===== src/rtl/load_store_unit.sv =====
`default_nettype none
// ============================================================================
// Module      : load_store_unit
// Description : Memory stage. Runs one load or store per access against a
//               word-organised memory over req/ack, returns extended data.
// Revision    : 1.0 - initial release
// ============================================================================
module load_store_unit #(
    parameter int DATA_WIDTH     = 32,
    parameter int TIMEOUT_CYCLES = 16
) (
    input  logic                  i_clk,
    input  logic                  i_rst_n,
    input  logic                  i_valid,
    output logic                  o_ready,
    input  logic                  i_is_load,
    input  logic                  i_is_store,
    input  logic [2:0]            i_funct3,
    input  logic [DATA_WIDTH-1:0] i_addr,
    input  logic [DATA_WIDTH-1:0] i_wdata,
    input  logic [4:0]            i_rd,
    output logic                  o_mem_req,
    output logic                  o_mem_we,
    output logic [DATA_WIDTH-1:0] o_mem_addr,
    output logic [DATA_WIDTH-1:0] o_mem_wdata,
    output logic [3:0]            o_mem_be,
    input  logic                  i_mem_ack,
    input  logic [DATA_WIDTH-1:0] i_mem_rdata,
    output logic                  o_done,
    output logic                  o_wb_en,
    output logic [4:0]            o_wb_rd,
    output logic [DATA_WIDTH-1:0] o_wb_data,
    output logic                  o_fault
);

    localparam int c_CNT_W = (TIMEOUT_CYCLES > 1) ? $clog2(TIMEOUT_CYCLES) : 1;
    localparam logic [c_CNT_W-1:0] c_CNT_LAST =
        (TIMEOUT_CYCLES > 0) ? c_CNT_W'(TIMEOUT_CYCLES - 1) : '0;

    typedef enum logic [1:0] {
        S_IDLE = 2'd0,
        S_BUSY = 2'd1,
        S_DONE = 2'd2
    } state_t;

    state_t                r_state;
    logic [DATA_WIDTH-1:0] r_addr;
    logic [DATA_WIDTH-1:0] r_wdata;
    logic [2:0]            r_funct3;
    logic [4:0]            r_rd;
    logic                  r_is_load;
    logic                  r_fault;
    logic [c_CNT_W-1:0]    r_cnt;
    logic [4:0]            r_wb_rd;
    logic [DATA_WIDTH-1:0] r_wb_data;

    logic                  w_busy;
    logic                  w_accept;
    logic                  w_f3_ok;
    logic                  w_misaligned;
    logic                  w_reject;
    logic                  w_timeout;
    logic [7:0]            w_byte;
    logic [15:0]           w_half;
    logic [DATA_WIDTH-1:0] w_load_val;
    logic [DATA_WIDTH-1:0] w_st_data;
    logic [3:0]            w_st_be;

    assign w_busy   = (r_state == S_BUSY);
    assign o_ready  = !w_busy;
    assign w_accept = i_valid && o_ready;

    // Legality and alignment are judged on the raw inputs in the accept cycle.
    always_comb begin
        w_f3_ok = 1'b0;
        if (i_is_load && !i_is_store) begin
            case (i_funct3)
                3'b000, 3'b001, 3'b010, 3'b100, 3'b101: w_f3_ok = 1'b1;
                default:                                w_f3_ok = 1'b0;
            endcase
        end else if (i_is_store && !i_is_load) begin
            case (i_funct3)
                3'b000, 3'b001, 3'b010: w_f3_ok = 1'b1;
                default:                w_f3_ok = 1'b0;
            endcase
        end
        w_misaligned = ((i_funct3[1:0] == 2'b01) && i_addr[0]) ||
                       ((i_funct3[1:0] == 2'b10) && (i_addr[1:0] != 2'b00));
        w_reject     = !w_f3_ok || w_misaligned;
    end

    assign w_timeout = (TIMEOUT_CYCLES != 0) && (r_cnt == c_CNT_LAST);

    always_comb begin
        w_byte = i_mem_rdata[8*r_addr[1:0] +: 8];
        w_half = r_addr[1] ? i_mem_rdata[31:16] : i_mem_rdata[15:0];
        case (r_funct3)
            3'b000:  w_load_val = {{24{w_byte[7]}}, w_byte};
            3'b001:  w_load_val = {{16{w_half[15]}}, w_half};
            3'b100:  w_load_val = {24'd0, w_byte};
            3'b101:  w_load_val = {16'd0, w_half};
            default: w_load_val = i_mem_rdata;
        endcase
    end

    always_comb begin
        w_st_data = '0;
        w_st_be   = 4'b0000;
        if (!r_is_load) begin
            case (r_funct3[1:0])
                2'b00: begin
                    w_st_data = {4{r_wdata[7:0]}};
                    w_st_be   = 4'b0001 << r_addr[1:0];
                end
                2'b01: begin
                    w_st_data = {2{r_wdata[15:0]}};
                    w_st_be   = r_addr[1] ? 4'b1100 : 4'b0011;
                end
                default: begin
                    w_st_data = r_wdata;
                    w_st_be   = 4'b1111;
                end
            endcase
        end
    end

    assign o_mem_req   = w_busy;
    assign o_mem_we    = w_busy && !r_is_load;
    assign o_mem_addr  = w_busy ? {r_addr[DATA_WIDTH-1:2], 2'b00} : '0;
    assign o_mem_wdata = w_busy ? w_st_data : '0;
    assign o_mem_be    = w_busy ? w_st_be : 4'b0000;
    assign o_done      = (r_state == S_DONE);
    assign o_fault     = o_done && r_fault;
    assign o_wb_en     = o_done && r_is_load && !r_fault && (r_wb_rd != 5'd0);
    assign o_wb_rd     = r_wb_rd;
    assign o_wb_data   = r_wb_data;

    always_ff @(posedge i_clk or negedge i_rst_n) begin
        if (!i_rst_n) begin
            r_state   <= S_IDLE;
            r_addr    <= '0;
            r_wdata   <= '0;
            r_funct3  <= 3'b000;
            r_rd      <= 5'd0;
            r_is_load <= 1'b0;
            r_fault   <= 1'b0;
            r_cnt     <= '0;
            r_wb_rd   <= 5'd0;
            r_wb_data <= '0;
        end else begin
            case (r_state)
                S_IDLE, S_DONE: begin
                    if (w_accept) begin
                        r_addr    <= i_addr;
                        r_wdata   <= i_wdata;
                        r_funct3  <= i_funct3;
                        r_rd      <= i_rd;
                        r_is_load <= i_is_load;
                        r_fault   <= w_reject;
                        r_cnt     <= '0;
                        if (w_reject) begin
                            r_state <= S_DONE;
                            r_wb_rd <= i_rd;
                        end else begin
                            r_state <= S_BUSY;
                        end
                    end else begin
                        r_state <= S_IDLE;
                    end
                end
                S_BUSY: begin
                    // An ack in the expiry cycle still completes normally.
                    if (i_mem_ack) begin
                        r_state <= S_DONE;
                        r_wb_rd <= r_rd;
                        if (r_is_load) begin
                            r_wb_data <= w_load_val;
                        end
                    end else if (w_timeout) begin
                        r_state <= S_DONE;
                        r_fault <= 1'b1;
                        r_wb_rd <= r_rd;
                    end else if (TIMEOUT_CYCLES != 0) begin
                        r_cnt <= r_cnt + c_CNT_W'(1);
                    end
                end
                default: r_state <= S_IDLE;
            endcase
        end
    end

endmodule
`default_nettype wire


===== config.mk =====
export PLATFORM = sky130hd
export DESIGN_NAME = load_store_unit
export DESIGN_NICKNAME = d
export VERILOG_FILES = /design/src/rtl/load_store_unit.sv
export SDC_FILE = /design/constraint.sdc
export NUM_CORES = 1
export LEC_CHECK = 0
export BUFFER_PORTS_ARGS = -buffer_cell sky130_fd_sc_hd__buf_2
export CAP_MARGIN = 25
export CELL_PAD_IN_SITES_DETAIL_PLACEMENT = 1
export CELL_PAD_IN_SITES_GLOBAL_PLACEMENT = 1
export CORE_ASPECT_RATIO = 1.1
export CORE_MARGIN = 4
export CORE_UTILIZATION = 39
export DETAILED_ROUTE_END_ITERATION = 10
export MAX_ROUTING_LAYER = met4
export PLACE_DENSITY_LB_ADDON = 0.1
export SLEW_MARGIN = 30
export SYNTH_ARGS = -nofsm -noshare
export SYNTH_HDL_FRONTEND = slang
export SYNTH_SLANG_ARGS = --single-unit

===== constraint.sdc =====
create_clock -name i_clk -period 4.2 [get_ports i_clk]
set_input_delay 1.05 -clock i_clk [delete_from_list [all_inputs] [get_ports i_clk]]
set_output_delay 1.05 -clock i_clk [all_outputs]
set_load 0.005 [all_outputs]

Word level (Yosys, flattened, before mapping)
Index checks and enable logic that the tools add are counted.
Storage, ports and cells
  register bits: 117
  bits in latches: 0
  memory bits (writable): 0
  memory bits (read-only): 0
  input port bits: 110
  output and inout bits: 111
  logic and storage cells: 97
  memories: 0
Operators by class
  add/sub/neg operators: 1
  multiply operators: 0
  divide/modulo/power cells: 0
  order comparisons: 0
  eq/ne operators: 19
  shift operators: 2
  multiplexer cells: 32
  bitwise gates (word level): 0
  reduce and logical (&&, ||, !) cells: 33
Operators by type and width (number)
  $pmux W32 S4: 1
  $mux W32: 3
  $pmux W32 S2: 1
  $shiftx A32 B6 Y8: 1
  $mux W4: 6
  $mux W5: 4
  $mux W16: 1
  $pmux W4 S2: 2
  $eq A3 B3 Y1 const B: 4
  $reduce_and A4 Y1: 3
  $logic_and A1 B1 Y1: 10
  $pmux W5 S2: 1
  $mux W2: 4
  $ne A2 B2 Y1 const B: 4
  $mux W1: 7
  $eq A2 B1 Y1 const B: 3
  $eq A3 B1 Y1 const B: 2
  $logic_not A1 Y1: 6
  $logic_not A3 Y1: 2
  $reduce_bool A5 Y1: 1
  $reduce_or A5 Y1: 1
  $add A4 B1 Y4 const B: 1
  $eq A2 B2 Y1 const B: 2
  $eq A4 B4 Y1 const B: 1
  13 further kinds: 16

Depth between registers and ports, before layout
  depth in word-level cells: 10
  mapped depth: 8
  mapped depth without buffers: 5

Worst setup path before layout
Ideal clock, no wire load.
  path kind: register to output
  start point: reg r_funct3[0]
  end point: out o_mem_wdata[29]
  data arrival time: 1.313 ns
  data required time: 3.150 ns
  slack: 1.837 ns
  cell stages (with the launch flop): 8
  path buffers: 3
  cells stage by stage: dfrtp_1 buf_6 buf_2 buf_2 mux2i_1 nor2_1 a21oi_1 nor2_1
Between the ends
  cells in the longest elaborated chain, start to end: 4
  elaborated cells on any way between the ends: 5
  those cells by class: eq/ne: 1; mux: 3; reduce/logical: 1
Ends and longest elaborated chain
  start: declaration: line 49  | logic [2:0] r_funct3;
  start signal: assignment: line 156  | r_funct3 <= i_funct3;
  $eq A2 B1 Y1 / $logic_not A2 Y1 (equally long branches): line 110  | case (r_funct3[1:0])
  $pmux W32 S2 (*): line 110
  $mux W32 (*): line 109  | if (!r_is_load) begin
  $mux W32 (*): line 130  | assign o_mem_wdata = w_busy ? w_st_data : '0;
  end: declaration: line 25  | output logic [DATA_WIDTH-1:0] o_mem_wdata,
Every way passes the cells marked *; elsewhere a longest branch is shown, timed or not.

Worst setup path after layout
  start point: reg r_state[1]
  end point: out o_mem_wdata[6]
Between the ends
  cells in the longest elaborated chain, start to end: 2
Ends and longest elaborated chain
  start: declaration: line 46  | state_t r_state;
  start signal: assignment: line 140  | r_state <= S_IDLE;
  start signal: assignment: line 162  | r_state <= S_DONE;
  start signal: assignment: line 165  | r_state <= S_BUSY;
  $eq A2 B1 Y1: line 69  | assign w_busy = (r_state == S_BUSY);
  $mux W32: line 130
Every way passes these cells.

==> impl_metrics.env <==
export IMPL_run_status="finished clean"
export IMPL_setup_tns_ns=0
export IMPL_grt_setup_unrepaired="false"
export IMPL_worstPathRequired_ns=3.15
export IMPL_leakagePower_nw=4.190
export IMPL_cellInternalPower_mw=2.721
export IMPL_postSynthAreaPerCell_sq_um=8.397
export IMPL_design_final_nets=1026
export IMPL_cp_arrival_ns=2.71
export IMPL_cts_root_buffer_cell="clkbuf_16"
export IMPL_worstHoldPathType="reg2reg"
export IMPL_power_frac_clock=0.400
export IMPL_vias_per_cell=5.066
export IMPL_critPathLaunchType="register"
export IMPL_cts_inserted_buffers=17
export IMPL_timing_max_cap_violations=0
export IMPL_io_buffer_count=218
export IMPL_timing_critical_path_to_type="output pin"
export IMPL_finalSetupViolations=0
export IMPL_yosysSeqAreaShare=0.4843
export IMPL_drt_pass1_iter_count=4
export IMPL_postCtsHoldBufs=0
export IMPL_areaGrowthSynthToFinish_pct=29.70
export IMPL_yosysUniqueCellTypes=41
export IMPL_ys_warnings_count=0
export IMPL_critical_path_peak_fanout=34
export IMPL_power_switching_share=0.2896
export IMPL_dieWidth_um=126.7
export IMPL_p_switching_mw=1.109
export IMPL_finalCriticalPeriod_ns=3.758
export IMPL_synth_async_reset_ratio=1.000
export IMPL_final_setup_skew_ns=0.007323
export IMPL_globalplace_congestion=0.8369
export IMPL_fp_coreArea_sq_um=15110
export IMPL_final_cell_area_sq_um=7841
export IMPL_synth_edff_count=0
export IMPL_detail_route_wl_per_cell_um=17.41
export IMPL_detailroute_via_count=5704
export IMPL_most_frequent_cells_in_the_layout="nand2_1 (248), buf_2 (217), dfrtp_1 (116)"
export IMPL_cts_max_path_buffers=2
export IMPL_drc=0
export IMPL_final_period_util=0.8947
export IMPL_detailedPlace_worstSlack_ns=0.8699
export IMPL_synth_largest_type_area_fraction=0.4843
export IMPL_wl_mm=19.61
export IMPL_worstMarginPinSlew_ns=0.7938
export IMPL_cts_repair_timing_setup_buffer_count=0
export IMPL_finalNonFillerCells=1126
export IMPL_cell_area_after_placement_sq_um=7212
export IMPL_dominantRegCellSynth="dfrtp_1"
export IMPL_tritoncts_num_sinks=117
export IMPL_dp_hpwl_mm=14.20
export IMPL_synth_seq_cells=117
export IMPL_grt_max_degree=85
export IMPL_fp_dieH_um=138.6
export IMPL_rrSetupSlack_ns=1.62
export IMPL_io_pins=221
export IMPL_irDropWorstVdd_v=0.0002825
export IMPL_grt_overflow_total=0
export IMPL_floorplan_initialDensity=0.4000
export IMPL_tritoncts="done"
export IMPL_fmax_mhz=266.1
export IMPL_grt_pass1_vias=6142
export IMPL_slew_headroom=0.4708
export IMPL_yosys_top_cells_area="dfrtp_1 (48%), nand2_1 (15%), nor2_1 (4.2%)"
export IMPL_post_route_cells_drive_above_1_share=0.3082
export IMPL_clock_insertion_delay_worst_skew_ns=0.41
export IMPL_synthCells=720
export IMPL_h_tree_depth=4
export IMPL_final_hold_violation_count=0
export IMPL_final_core_utilization=0.5188
export IMPL_fin_worst_hold_slack_ns=0.4636
export IMPL_post_route_worst_setup_slack_ns=0.4421
export IMPL_worst_setup_path_type="reg2out"
export IMPL_post_cts_resized=0
export IMPL_dr_first_iter_drc_count=297
export IMPL_grt_first_pass_wirelength_mm=32.11
export IMPL_grt_use_total=0.2321
export IMPL_core_rows=47
export IMPL_antenna_violating_nets_post_route=0
export IMPL_path_clk_slew_ns=0.06
export IMPL_synth_top_area_cell="dfrtp_1"
export IMPL_comb_power_share=0.201
export IMPL_syn_area_sq_um=6046
export IMPL_total_power_mw=3.830
export IMPL_layout_cells_most_common="nand2_1"
export IMPL_power_density_nw_per_um2=488.5
export IMPL_die_footprint_sq_um=17560
export IMPL_maxSlewViolCount=0
export IMPL_antenna_found_initial=2
export IMPL_placed_cells_incl_taps=1092
export IMPL_power_sequential_fraction=0.399
==> critical path: stages (launching register included) <==
cell	delay (ns)
dfrtp_1	0.40
nand2b_2	0.22
inv_2	0.41
nand2b_1	0.45
buf_4	0.34
inv_1	0.20
and2_1	0.16
buf_2	0.11
==> cells in the mapped netlist (8+ instances only) <==
cell and n:
nand2_1 248, dfrtp_1 117, nor2_1 67, a21oi_1 45, and2_1 39, o21ai_0 33, clkbuf_1 26, mux2i_1 25
buf_2 17, inv_1 14, mux2_2 10, a221oi_2 8, nor4bb_1 8, o22a_1 8
==> final cells by class <==
type / instances / area (sq um)
Fill cell: 1869 / 7272
Clock buffer: 20 / 446.7
Timing Repair Buffer: 227 / 1165
Antenna cell: 2 / 5.005
Clock inverter: 12 / 177.7
Multi-Input combinational cell: 537 / 2816
Tap cell: 196 / 245.2
Inverter: 15 / 56.30
Sequential cell: 117 / 2929
==> flip-flops by register name (all words and copies together) (netlist names) <==
signal	cells
r_wdata	32
r_cnt	4
r_is_load	1
o_wb_data	32
o_wb_rd	5
r_state	2
r_addr	32
r_fault	1
r_funct3	3
r_rd	5
==> path summary, 6_finish.rpt <==
check                                  startpoint                        end  cells after the start
setup / recovery           r_state[1]$_DFFE_PN0N_             o_mem_wdata[6]                      7
hold / removal              r_addr[9]$_DFFE_PN0P_      r_addr[9]$_DFFE_PN0P_                      2
setup reg to reg           r_state[1]$_DFFE_PN0N_   o_wb_data[1]$_DFFE_PN0P_                      6
hold reg to reg             r_addr[9]$_DFFE_PN0P_      r_addr[9]$_DFFE_PN0P_                      2
max in group asynchronous                 i_rst_n  o_wb_data[27]$_DFFE_PN0P_                      2
min in group asynchronous                 i_rst_n    r_wdata[19]$_DFFE_PN0P_                      1
==> power groups by stage <==
| stage | clock network, mW | logic [mW] | registers (mW) |
|---|---|---|---|
| finish | 1.53 | 0.772 | 1.53 |
| global route | 1.62 | 0.872 | 1.56 |
| CTS | 1.56 | 0.789 | 1.53 |
| detailed placement | 0 | 0.782 | 1.54 |
| global placement | 0 | 0.753 | 1.53 |
| floorplan | 0 | 0.450 | 1.49 |
==> routing by layer <==
layer | vias to the layer above | track usage | share of wire
li1 | 2737 | - | -
met1 | 2792 | 0.2964 | 0.44
met2 | 151 | 0.3724 | 0.49
met3 | 24 | 0.05354 | 0.052
met4 | 0 | 0.06268 | 0.015
met5 | - | - | 0
==> cells by family after synthesis <==
| kind of cell | count (synthesis) | share of synthesized area |
|---|---|---|
| flip-flops | 117 | 0.4843 |
| XOR/XNOR | 2 | 0.002898 |
| multiplexers | 35 | 0.06002 |
| buffers and inverters | 67 | 0.05319 |
| other | 1 | 0.0006203 |
| AND/OR/NAND/NOR | 385 | 0.2740 |
| AO/OA/AOI/OAI | 112 | 0.1229 |
| adder cells (fa/ha/maj) | 1 | 0.002069 |
(Power assumes the default switching activity.)
